--- config.mk ---
export PLATFORM = sky130hd
export DESIGN_NAME = system_bus_arbiter_flat
export DESIGN_NICKNAME = d
export VERILOG_FILES = /design/src/rtl/system_bus_pkg.sv /design/src/rtl/system_bus_arbiter_if.sv /design/src/rtl/rr_pick.sv /design/src/rtl/system_bus_arbiter.sv /design/src/flat_wrapper.sv
export SDC_FILE = /design/constraint.sdc
export NUM_CORES = 1
export LEC_CHECK = 0
export CAP_MARGIN = 20
export CORE_MARGIN = 3
export CORE_UTILIZATION = 39
export DETAILED_ROUTE_END_ITERATION = 6
export PLACE_DENSITY = 0.79
export SYNTH_ARGS = -nofsm -noshare
export SYNTH_HDL_FRONTEND = slang
export SYNTH_SLANG_ARGS = --single-unit
--- constraint.sdc ---
create_clock -name clk -period 1.9 [get_ports clk]
set_input_delay 0.38 -clock clk [delete_from_list [all_inputs] [get_ports clk]]
set_output_delay 0.38 -clock clk [all_outputs]
set_load 0.03 [all_outputs]
--- src/rtl/system_bus_pkg.sv ---
// Shared types and constants for the system bus arbiter family.
// Holds the FSM state encoding, default widths and the owner-index width helper.
package system_bus_pkg;

  localparam int DEF_NUM_MASTERS = 2;
  localparam int DEF_ADDR_W      = 8;
  localparam int DEF_DATA_W      = 8;
  localparam int DEF_HOLD_CYCLES = 4;

  localparam logic ST_IDLE  = 1'b0;
  localparam logic ST_GRANT = 1'b1;

  typedef enum logic {
    S_IDLE  = ST_IDLE,
    S_GRANT = ST_GRANT
  } state_e;

  // A two-master bus still needs one bit to name the owner.
  function automatic int owner_w(input int n);
    return (n > 2) ? $clog2(n) : 1;
  endfunction

endpackage

--- src/rtl/system_bus_arbiter_if.sv ---
// Request/grant and memory-command bundle between masters and the arbiter.
// SYSTEM_BUS_ARB_LOCK_EN adds the per-master bus_lock request qualifier.
interface system_bus_arbiter_if
  import system_bus_pkg::*;
#(
  parameter int NUM_MASTERS = DEF_NUM_MASTERS,
  parameter int ADDR_W      = DEF_ADDR_W,
  parameter int DATA_W      = DEF_DATA_W
);
  localparam int OWNER_W = owner_w(NUM_MASTERS);

  logic [NUM_MASTERS-1:0]        req;
  logic [NUM_MASTERS*ADDR_W-1:0] addr_in;
  logic [NUM_MASTERS*DATA_W-1:0] wdata_in;
  logic [NUM_MASTERS-1:0]        rw_in;
`ifdef SYSTEM_BUS_ARB_LOCK_EN
  logic [NUM_MASTERS-1:0]        bus_lock;
`endif

  logic [NUM_MASTERS-1:0] grant;
  logic [OWNER_W-1:0]     owner;
  logic                   busy;
  logic                   mem_valid;
  logic [ADDR_W-1:0]      mem_addr;
  logic [DATA_W-1:0]      mem_wdata;
  logic                   mem_rw;

`ifdef SYSTEM_BUS_ARB_LOCK_EN
  modport slave (
    input  req, addr_in, wdata_in, rw_in, bus_lock,
    output grant, owner, busy, mem_valid, mem_addr, mem_wdata, mem_rw
  );
  modport master (
    output req, addr_in, wdata_in, rw_in, bus_lock,
    input  grant, owner, busy, mem_valid, mem_addr, mem_wdata, mem_rw
  );
`else
  modport slave (
    input  req, addr_in, wdata_in, rw_in,
    output grant, owner, busy, mem_valid, mem_addr, mem_wdata, mem_rw
  );
  modport master (
    output req, addr_in, wdata_in, rw_in,
    input  grant, owner, busy, mem_valid, mem_addr, mem_wdata, mem_rw
  );
`endif

endinterface

--- src/rtl/rr_pick.sv ---
// Combinational round-robin picker: first set request at or above the pointer,
// wrapping past the top index back to zero.
module rr_pick #(
  parameter int NUM_MASTERS = 2,
  parameter int PTR_W       = 1
) (
  input  logic [NUM_MASTERS-1:0] req,
  input  logic [PTR_W-1:0]       pointer,
  output logic                   valid,
  output logic [PTR_W-1:0]       winner
);

  int idx;

  always_comb begin
    valid  = 1'b0;
    winner = '0;
    idx    = 0;
    for (int i = 0; i < NUM_MASTERS; i++) begin
      idx = int'(pointer) + i;
      // Explicit wrap so non-power-of-two master counts rotate correctly.
      if (idx > NUM_MASTERS - 1) begin
        idx = idx - NUM_MASTERS;
      end
      if (!valid && req[idx]) begin
        valid  = 1'b1;
        winner = PTR_W'(idx);
      end
    end
  end

endmodule

--- src/rtl/system_bus_arbiter.sv ---
// N-master round-robin bus arbiter with bounded tenure and registered memory command.
// Define SYSTEM_BUS_ARB_LOCK_EN to let a master hold the bus past HOLD_CYCLES via bus_lock.
module system_bus_arbiter
  import system_bus_pkg::*;
#(
  parameter int NUM_MASTERS = DEF_NUM_MASTERS,
  parameter int ADDR_W      = DEF_ADDR_W,
  parameter int DATA_W      = DEF_DATA_W,
  parameter int HOLD_CYCLES = DEF_HOLD_CYCLES
) (
  input logic                clk,
  input logic                rst,
  system_bus_arbiter_if.slave bus
);

  localparam int OWNER_W = owner_w(NUM_MASTERS);
  localparam int CNT_W   = $clog2(HOLD_CYCLES + 1);

  localparam logic [CNT_W-1:0]   CNT_LAST = CNT_W'(HOLD_CYCLES - 1);
  localparam logic [CNT_W-1:0]   CNT_MAX  = CNT_W'(HOLD_CYCLES);
  localparam logic [OWNER_W-1:0] LAST_IDX = OWNER_W'(NUM_MASTERS - 1);

  state_e                 state_q, state_d;
  logic [CNT_W-1:0]       cnt_q, cnt_d;
  logic [OWNER_W-1:0]     ptr_q, ptr_d;
  logic [OWNER_W-1:0]     owner_q, owner_d;
  logic [NUM_MASTERS-1:0] grant_q, grant_d;
  logic                   mem_valid_q, mem_valid_d;
  logic [ADDR_W-1:0]      mem_addr_q, mem_addr_d;
  logic [DATA_W-1:0]      mem_wdata_q, mem_wdata_d;
  logic                   mem_rw_q, mem_rw_d;

  logic                   pick_valid;
  logic [OWNER_W-1:0]     pick_winner;
  logic                   owner_req;
  logic                   hold_exempt;
  logic                   tenure_done;

  logic [ADDR_W-1:0] addr_arr  [NUM_MASTERS];
  logic [DATA_W-1:0] wdata_arr [NUM_MASTERS];

  for (genvar i = 0; i < NUM_MASTERS; i++) begin : g_unpack
    assign addr_arr[i]  = bus.addr_in[i*ADDR_W +: ADDR_W];
    assign wdata_arr[i] = bus.wdata_in[i*DATA_W +: DATA_W];
  end

  rr_pick #(
    .NUM_MASTERS(NUM_MASTERS),
    .PTR_W      (OWNER_W)
  ) u_pick (
    .req    (bus.req),
    .pointer(ptr_q),
    .valid  (pick_valid),
    .winner (pick_winner)
  );

  assign owner_req = bus.req[owner_q];

`ifdef SYSTEM_BUS_ARB_LOCK_EN
  assign hold_exempt = bus.bus_lock[owner_q];
`else
  assign hold_exempt = 1'b0;
`endif

  // A dropped request always ends the tenure, locked or not.
  assign tenure_done = !owner_req || (!hold_exempt && (cnt_q >= CNT_LAST));

  // NOTE: every signal written here gets a default first, so no path leaves one
  // unassigned and no latch is inferred.
  always_comb begin
    state_d     = state_q;
    cnt_d       = cnt_q;
    ptr_d       = ptr_q;
    owner_d     = owner_q;
    grant_d     = grant_q;
    mem_valid_d = 1'b0;
    mem_addr_d  = '0;
    mem_wdata_d = '0;
    mem_rw_d    = 1'b0;

    case (state_q)
      S_IDLE: begin
        grant_d = '0;
        if (pick_valid) begin
          state_d = S_GRANT;
          owner_d = pick_winner;
          grant_d = NUM_MASTERS'(1) << pick_winner;
          cnt_d   = '0;
        end
      end
      S_GRANT: begin
        if (tenure_done) begin
          state_d = S_IDLE;
          grant_d = '0;
          cnt_d   = '0;
          ptr_d   = (owner_q == LAST_IDX) ? '0 : owner_q + OWNER_W'(1);
        end else begin
          mem_valid_d = 1'b1;
          mem_addr_d  = addr_arr[owner_q];
          mem_wdata_d = wdata_arr[owner_q];
          mem_rw_d    = bus.rw_in[owner_q];
          // Saturates only while a lock holds the bus past the limit.
          if (cnt_q != CNT_MAX) begin
            cnt_d = cnt_q + CNT_W'(1);
          end
        end
      end
      default: state_d = S_IDLE;
    endcase
  end

  // NOTE: state registers use non-blocking assignments so every flop samples
  // the pre-edge values regardless of statement order.
  always_ff @(posedge clk or posedge rst) begin
    if (rst) begin
      state_q     <= S_IDLE;
      cnt_q       <= '0;
      ptr_q       <= '0;
      owner_q     <= '0;
      grant_q     <= '0;
      mem_valid_q <= 1'b0;
      mem_addr_q  <= '0;
      mem_wdata_q <= '0;
      mem_rw_q    <= 1'b0;
    end else begin
      state_q     <= state_d;
      cnt_q       <= cnt_d;
      ptr_q       <= ptr_d;
      owner_q     <= owner_d;
      grant_q     <= grant_d;
      mem_valid_q <= mem_valid_d;
      mem_addr_q  <= mem_addr_d;
      mem_wdata_q <= mem_wdata_d;
      mem_rw_q    <= mem_rw_d;
    end
  end

  assign bus.grant     = grant_q;
  assign bus.owner     = owner_q;
  assign bus.busy      = (state_q == S_GRANT);
  assign bus.mem_valid = mem_valid_q;
  assign bus.mem_addr  = mem_addr_q;
  assign bus.mem_wdata = mem_wdata_q;
  assign bus.mem_rw    = mem_rw_q;

endmodule

--- src/flat_wrapper.sv ---
// flat-port wrapper written by rule: the top's interface ports become plain ports
module system_bus_arbiter_flat import system_bus_pkg::*;
#(
  parameter int NUM_MASTERS = DEF_NUM_MASTERS,
  parameter int ADDR_W      = DEF_ADDR_W,
  parameter int DATA_W      = DEF_DATA_W,
  parameter int HOLD_CYCLES = DEF_HOLD_CYCLES
)
  (clk, rst, bus_req, bus_addr_in, bus_wdata_in, bus_rw_in, bus_grant, bus_owner, bus_busy, bus_mem_valid, bus_mem_addr, bus_mem_wdata, bus_mem_rw);
  system_bus_arbiter_if #(.NUM_MASTERS(NUM_MASTERS), .ADDR_W(ADDR_W), .DATA_W(DATA_W)) bus_i ();
  input logic clk;
  input logic rst;
  input wire logic [$bits(bus_i.req)-1:0] bus_req;
  input wire logic [$bits(bus_i.addr_in)-1:0] bus_addr_in;
  input wire logic [$bits(bus_i.wdata_in)-1:0] bus_wdata_in;
  input wire logic [$bits(bus_i.rw_in)-1:0] bus_rw_in;
  output wire logic [$bits(bus_i.grant)-1:0] bus_grant;
  output wire logic [$bits(bus_i.owner)-1:0] bus_owner;
  output wire logic [$bits(bus_i.busy)-1:0] bus_busy;
  output wire logic [$bits(bus_i.mem_valid)-1:0] bus_mem_valid;
  output wire logic [$bits(bus_i.mem_addr)-1:0] bus_mem_addr;
  output wire logic [$bits(bus_i.mem_wdata)-1:0] bus_mem_wdata;
  output wire logic [$bits(bus_i.mem_rw)-1:0] bus_mem_rw;
  assign bus_i.req = bus_req;
  assign bus_i.addr_in = bus_addr_in;
  assign bus_i.wdata_in = bus_wdata_in;
  assign bus_i.rw_in = bus_rw_in;
  assign bus_grant = bus_i.grant;
  assign bus_owner = bus_i.owner;
  assign bus_busy = bus_i.busy;
  assign bus_mem_valid = bus_i.mem_valid;
  assign bus_mem_addr = bus_i.mem_addr;
  assign bus_mem_wdata = bus_i.mem_wdata;
  assign bus_mem_rw = bus_i.mem_rw;
  system_bus_arbiter #(.NUM_MASTERS(NUM_MASTERS), .ADDR_W(ADDR_W), .DATA_W(DATA_W), .HOLD_CYCLES(HOLD_CYCLES)) u_core (.clk(clk), .rst(rst), .bus(bus_i));
endmodule
==> flow_summary.toml <==
[clock_tree]
postCtsHoldBufs = 0
numCtsBuffers = 3
path_clk_slew_ns = 0.13
cts_root_buf = "clkbuf_4"
cts_tree = "done"
clock_tree.buffer_depth = 2
htreeDepth = 1
worstSkewPairLatency_ns = 0.31
cts_sinks = 26

[placement]
hpwlAfterDp_um = 2120
gp_congestion = 0.778
portBuffers = 59
dp_cells = 190

[timing]
timing_hold_violations_final = 0
drv_slew = 0
worst_pin_slew_ns = 0.434
rsz0062_at_grt = "false"
period_minus_slack_ns = 1.78
tns_ns = 0
timing.hold.ws_ns = 0.347
max_freq_mhz = 563
min_period_over_period_pct = 93.5
max_slew_margin_pct = 71.1
setup_viol = 0
finalClockSkew_ns = 0.00745

[synthesis]
synthMuxAreaShare_pct = 15.7
yosysSeqAreaShare_pct = 56.3
syn_nets = 142
ys.flop_type = "dfrtp_1"
synth_edf_count = 0
syn_avg_cell_area_sq_um = 11.4
ys_top_cells_by_count = "dfrtp_1 (26), mux2i_1 (17), nor2_1 (17), inv_1 (7), nand2_1 (7)"
synth_area_leaders = "dfrtp_1 (56%), mux2i_1 (15%), nor2_1 (5.5%)"
ys_warn_count = 0
synth_area_sq_um = 1160
yosys.area.top_type = "dfrtp_1"
ys_ff_latch = 26
synth_most_common_cell = "dfrtp_1"
yosys.area_share.xor_xnor_pct = 0
synth_compound_gate_area_share_pct = 8.98
synthAdderAreaFrac_pct = 3.25
synth-async-reset-ratio_pct = 100
yosys.area_share.simple_pct = 10.2
synthCells = 101
synth_top_family_by_area = "multiplexers"
yosysUniqueCellTypes = 26
yosysTopAreaCellShare_pct = 56.3

[run]
drv_cap = 0

[worst_hold_path]
min-delay-path-class = "in -> async"

[final_layout]
multiInputGateArea_sq_um = 448
nNetsFinal = 205
drive_above_1_share_pct = 7.98
syn_to_final_growth_pct = 58.3
fin_cells = 194
num_antenna_cells = 0
n_fill_cell = 230
seqCellArea_sq_um = 651

[worst_setup_path]
critPathMaxStageDelay_ns = 0.47
r2r_slack_ns = 0.12
r2r-start = "u_core.cnt_q[0]$_DFFE_PP0P_"
critical_path.startpoint = "u_core.cnt_q[0]$_DFFE_PP0P_"
crit_end = "u_core.bus.mem_wdata[2]$_DFF_PP0_"
critical-path-top-delay-family = "flip-flops"
required_ns = 2.15
r2r-end = "u_core.bus.mem_wdata[2]$_DFF_PP0_"
cp_common_cell = "ha_1"
cp_max_fo = 17
crit_path_start_kind = "flip-flop"
cp.arrival_ns = 2.02
cp_num_cells = 6
worst-path-buf-inv = 1
reg2reg_depth = 6
cp-end-kind = "flip-flop"
cp_cell_sequence = "ha_1 > ha_1 > a211oi_4 > nand3_2 > buf_12 > nor2_1"
worstSetupPathType = "reg -> reg"
cp_slowest_cell = "dfrtp_1"

[route]
wirelength_um = 2630
vias = 925
wl_per_cell_um = 13.5
dr.pass1.iters = 2
drt_iter0_drc = 42
drc = 0
ant_nets = 0
via_per_inst = 4.77

[floorplan]
pin_count = 60
die_w_um = 60.4
die_y_um = 60.4
dieArea_sq_um = 3650
core_area_sq_um = 2780
core.rowCount = 19
start_util_pct = 41.6

[grt]
met3_usage_pct = 5.32
grtUsageTotal_pct = 15.8
grt-ovfl-total = 0
grt_max_degree = 18
busiest_layer = "met2"
use_met2_pct = 26.2
use_met1_pct = 18.9
grt_pass1_vias = 970
antenna_found_initial = 0
grt_pass1_wl_um = 4240

[outcome]
status = "finished, final reports clean"

[power_and_ir_drop]
powerDensity_nw_per_um2 = 1410
leakagePower_nw = 0.853
vdd_drop_max_uv = 925
==> cells by family after synthesis <==
| family | after synthesis |
|---|---|
| AND/OR/NAND/NOR | 28 |
| flip-flops | 26 |
| multiplexers | 18 |
| AO/OA/AOI/OAI | 14 |
| buffers and inverters | 12 |
| adder cells (fa/ha/maj) | 3 |
==> worst register-to-register path: cells and delay by family, from the launching register on <==
| kind | cells | cell delay, ns |
|---|---|---|
| and+or+nand+nor | 2 | 0.30 |
| adders and majority gates | 2 | 0.46 |
| buffers and inverters | 1 | 0.19 |
| AOI/OAI and AO/OA | 1 | 0.29 |
| DFF | 1 | 0.47 |
==> how the worst min path moves through the flow <==
stage	end	cells past startpoint	from	slack, ns
3_3_place_gp	u_core.cnt_q[2]$_DFFE_PP0P_	1	u_core.cnt_q[2]$_DFFE_PP0P_	0.52
5_1_grt	u_core.bus.mem_addr[1]$_DFF_PP0_	2	rst	0.35
6_report	u_core.bus.mem_rw$_DFF_PP0_	2	rst	0.35
4_1_cts	u_core.bus.mem_addr[1]$_DFF_PP0_	2	rst	0.34
2_1_floorplan	u_core.bus.busy$_DFF_PP0_	1	rst	0.42
3_5_place_dp	u_core.bus.grant[1]$_DFFE_PP0P_	2	u_core.bus.grant[1]$_DFFE_PP0P_	0.53
==> per-layer routing <==
| metal | routed length, um | part of all wire, % |
|---|---|---|
| met1 | 1010 | 38 |
| met2 | 1360 | 52 |
| met3 | 239 | 9.1 |
| met4 | 19 | 0.72 |
| met5 | 0 | 0 |
==> power by group <==
part | switching, mW | internal (mW)
Clock | 0.151 | 0.117
Sequential | 0.110 | 0.753
Combinational | 0.800 | 0.659
==> placed cells by master, fill, tap and decap left out <==
| master | netlist | final |
|---|---|---|
| clkdlybuf4s50_1 | 0 | 58 |
| dfrtp_1 | 26 | 26 |
| mux2i_1 | 17 | 17 |
| nor2_1 | 17 | 17 |
| inv_1 | 7 | 7 |
| nand2_1 | 7 | 7 |
| buf_4 | 3 | 4 |
| o21ai_0 | 3 | 3 |
| ha_1 | 3 | 3 |
| clkbuf_4 | 0 | 3 |
| nor2b_1 | 1 | 1 |
| a211o_1 | 1 | 1 |
| o21a_1 | 1 | 1 |
| a211oi_4 | 0 | 1 |
| mux2_2 | 1 | 1 |
| nand3_2 | 1 | 1 |
| o21bai_1 | 1 | 1 |
| nor3_1 | 1 | 1 |
| o21ai_1 | 1 | 1 |
| o21ai_2 | 1 | 1 |
| o211ai_1 | 1 | 1 |
| o41ai_1 | 1 | 1 |
| a21boi_0 | 1 | 1 |
| nand2b_1 | 1 | 1 |
| a21oi_1 | 1 | 1 |
| a311o_1 | 1 | 1 |
| clkbuf_8 | 0 | 1 |
| buf_12 | 0 | 1 |
==> layout make-up <==
class,instances,share of cell area [%]
multi-input combinational,63,24.5
clock buffer,4,1.98
tap,31,2.12
timing repair buffer,63,34.4
sequential,26,35.5
inverter,7,1.44
==> stage by stage <==
stage | instance area [sq um] | power (mW) | setup slack, ns | utilization [%]
2_1_floorplan | 1160 | 1.78 | 0.323 | -
3_3_place_gp | 1790 | 2.31 | 0.204 | 64.2
3_5_place_dp | 1790 | 2.34 | 0.157 | 64.2
4_1_cts | 1820 | 2.62 | 0.107 | 65.5
5_1_grt | 1830 | 2.78 | 0.0129 | 65.8
6_report | 1830 | 2.59 | 0.124 | 65.8
==> what timing repair did <==
item	in CTS	in global routing
setup endpoints to repair	0	10
setup buffers	0	0
resized for setup	0	1
==> state kept, by name, summed over array words and instances (netlist names) <==
| name | flops |
|---|---|
| u_core.bus.busy | 1 |
| u_core.bus.grant | 2 |
| u_core.bus.mem_addr | 8 |
| u_core.bus.mem_rw | 1 |
| u_core.bus.mem_valid | 1 |
| u_core.bus.mem_wdata | 8 |
| u_core.bus.owner | 1 |
| u_core.cnt_q | 3 |
| u_core.ptr_q | 1 |
(Power assumes the default switching activity.)
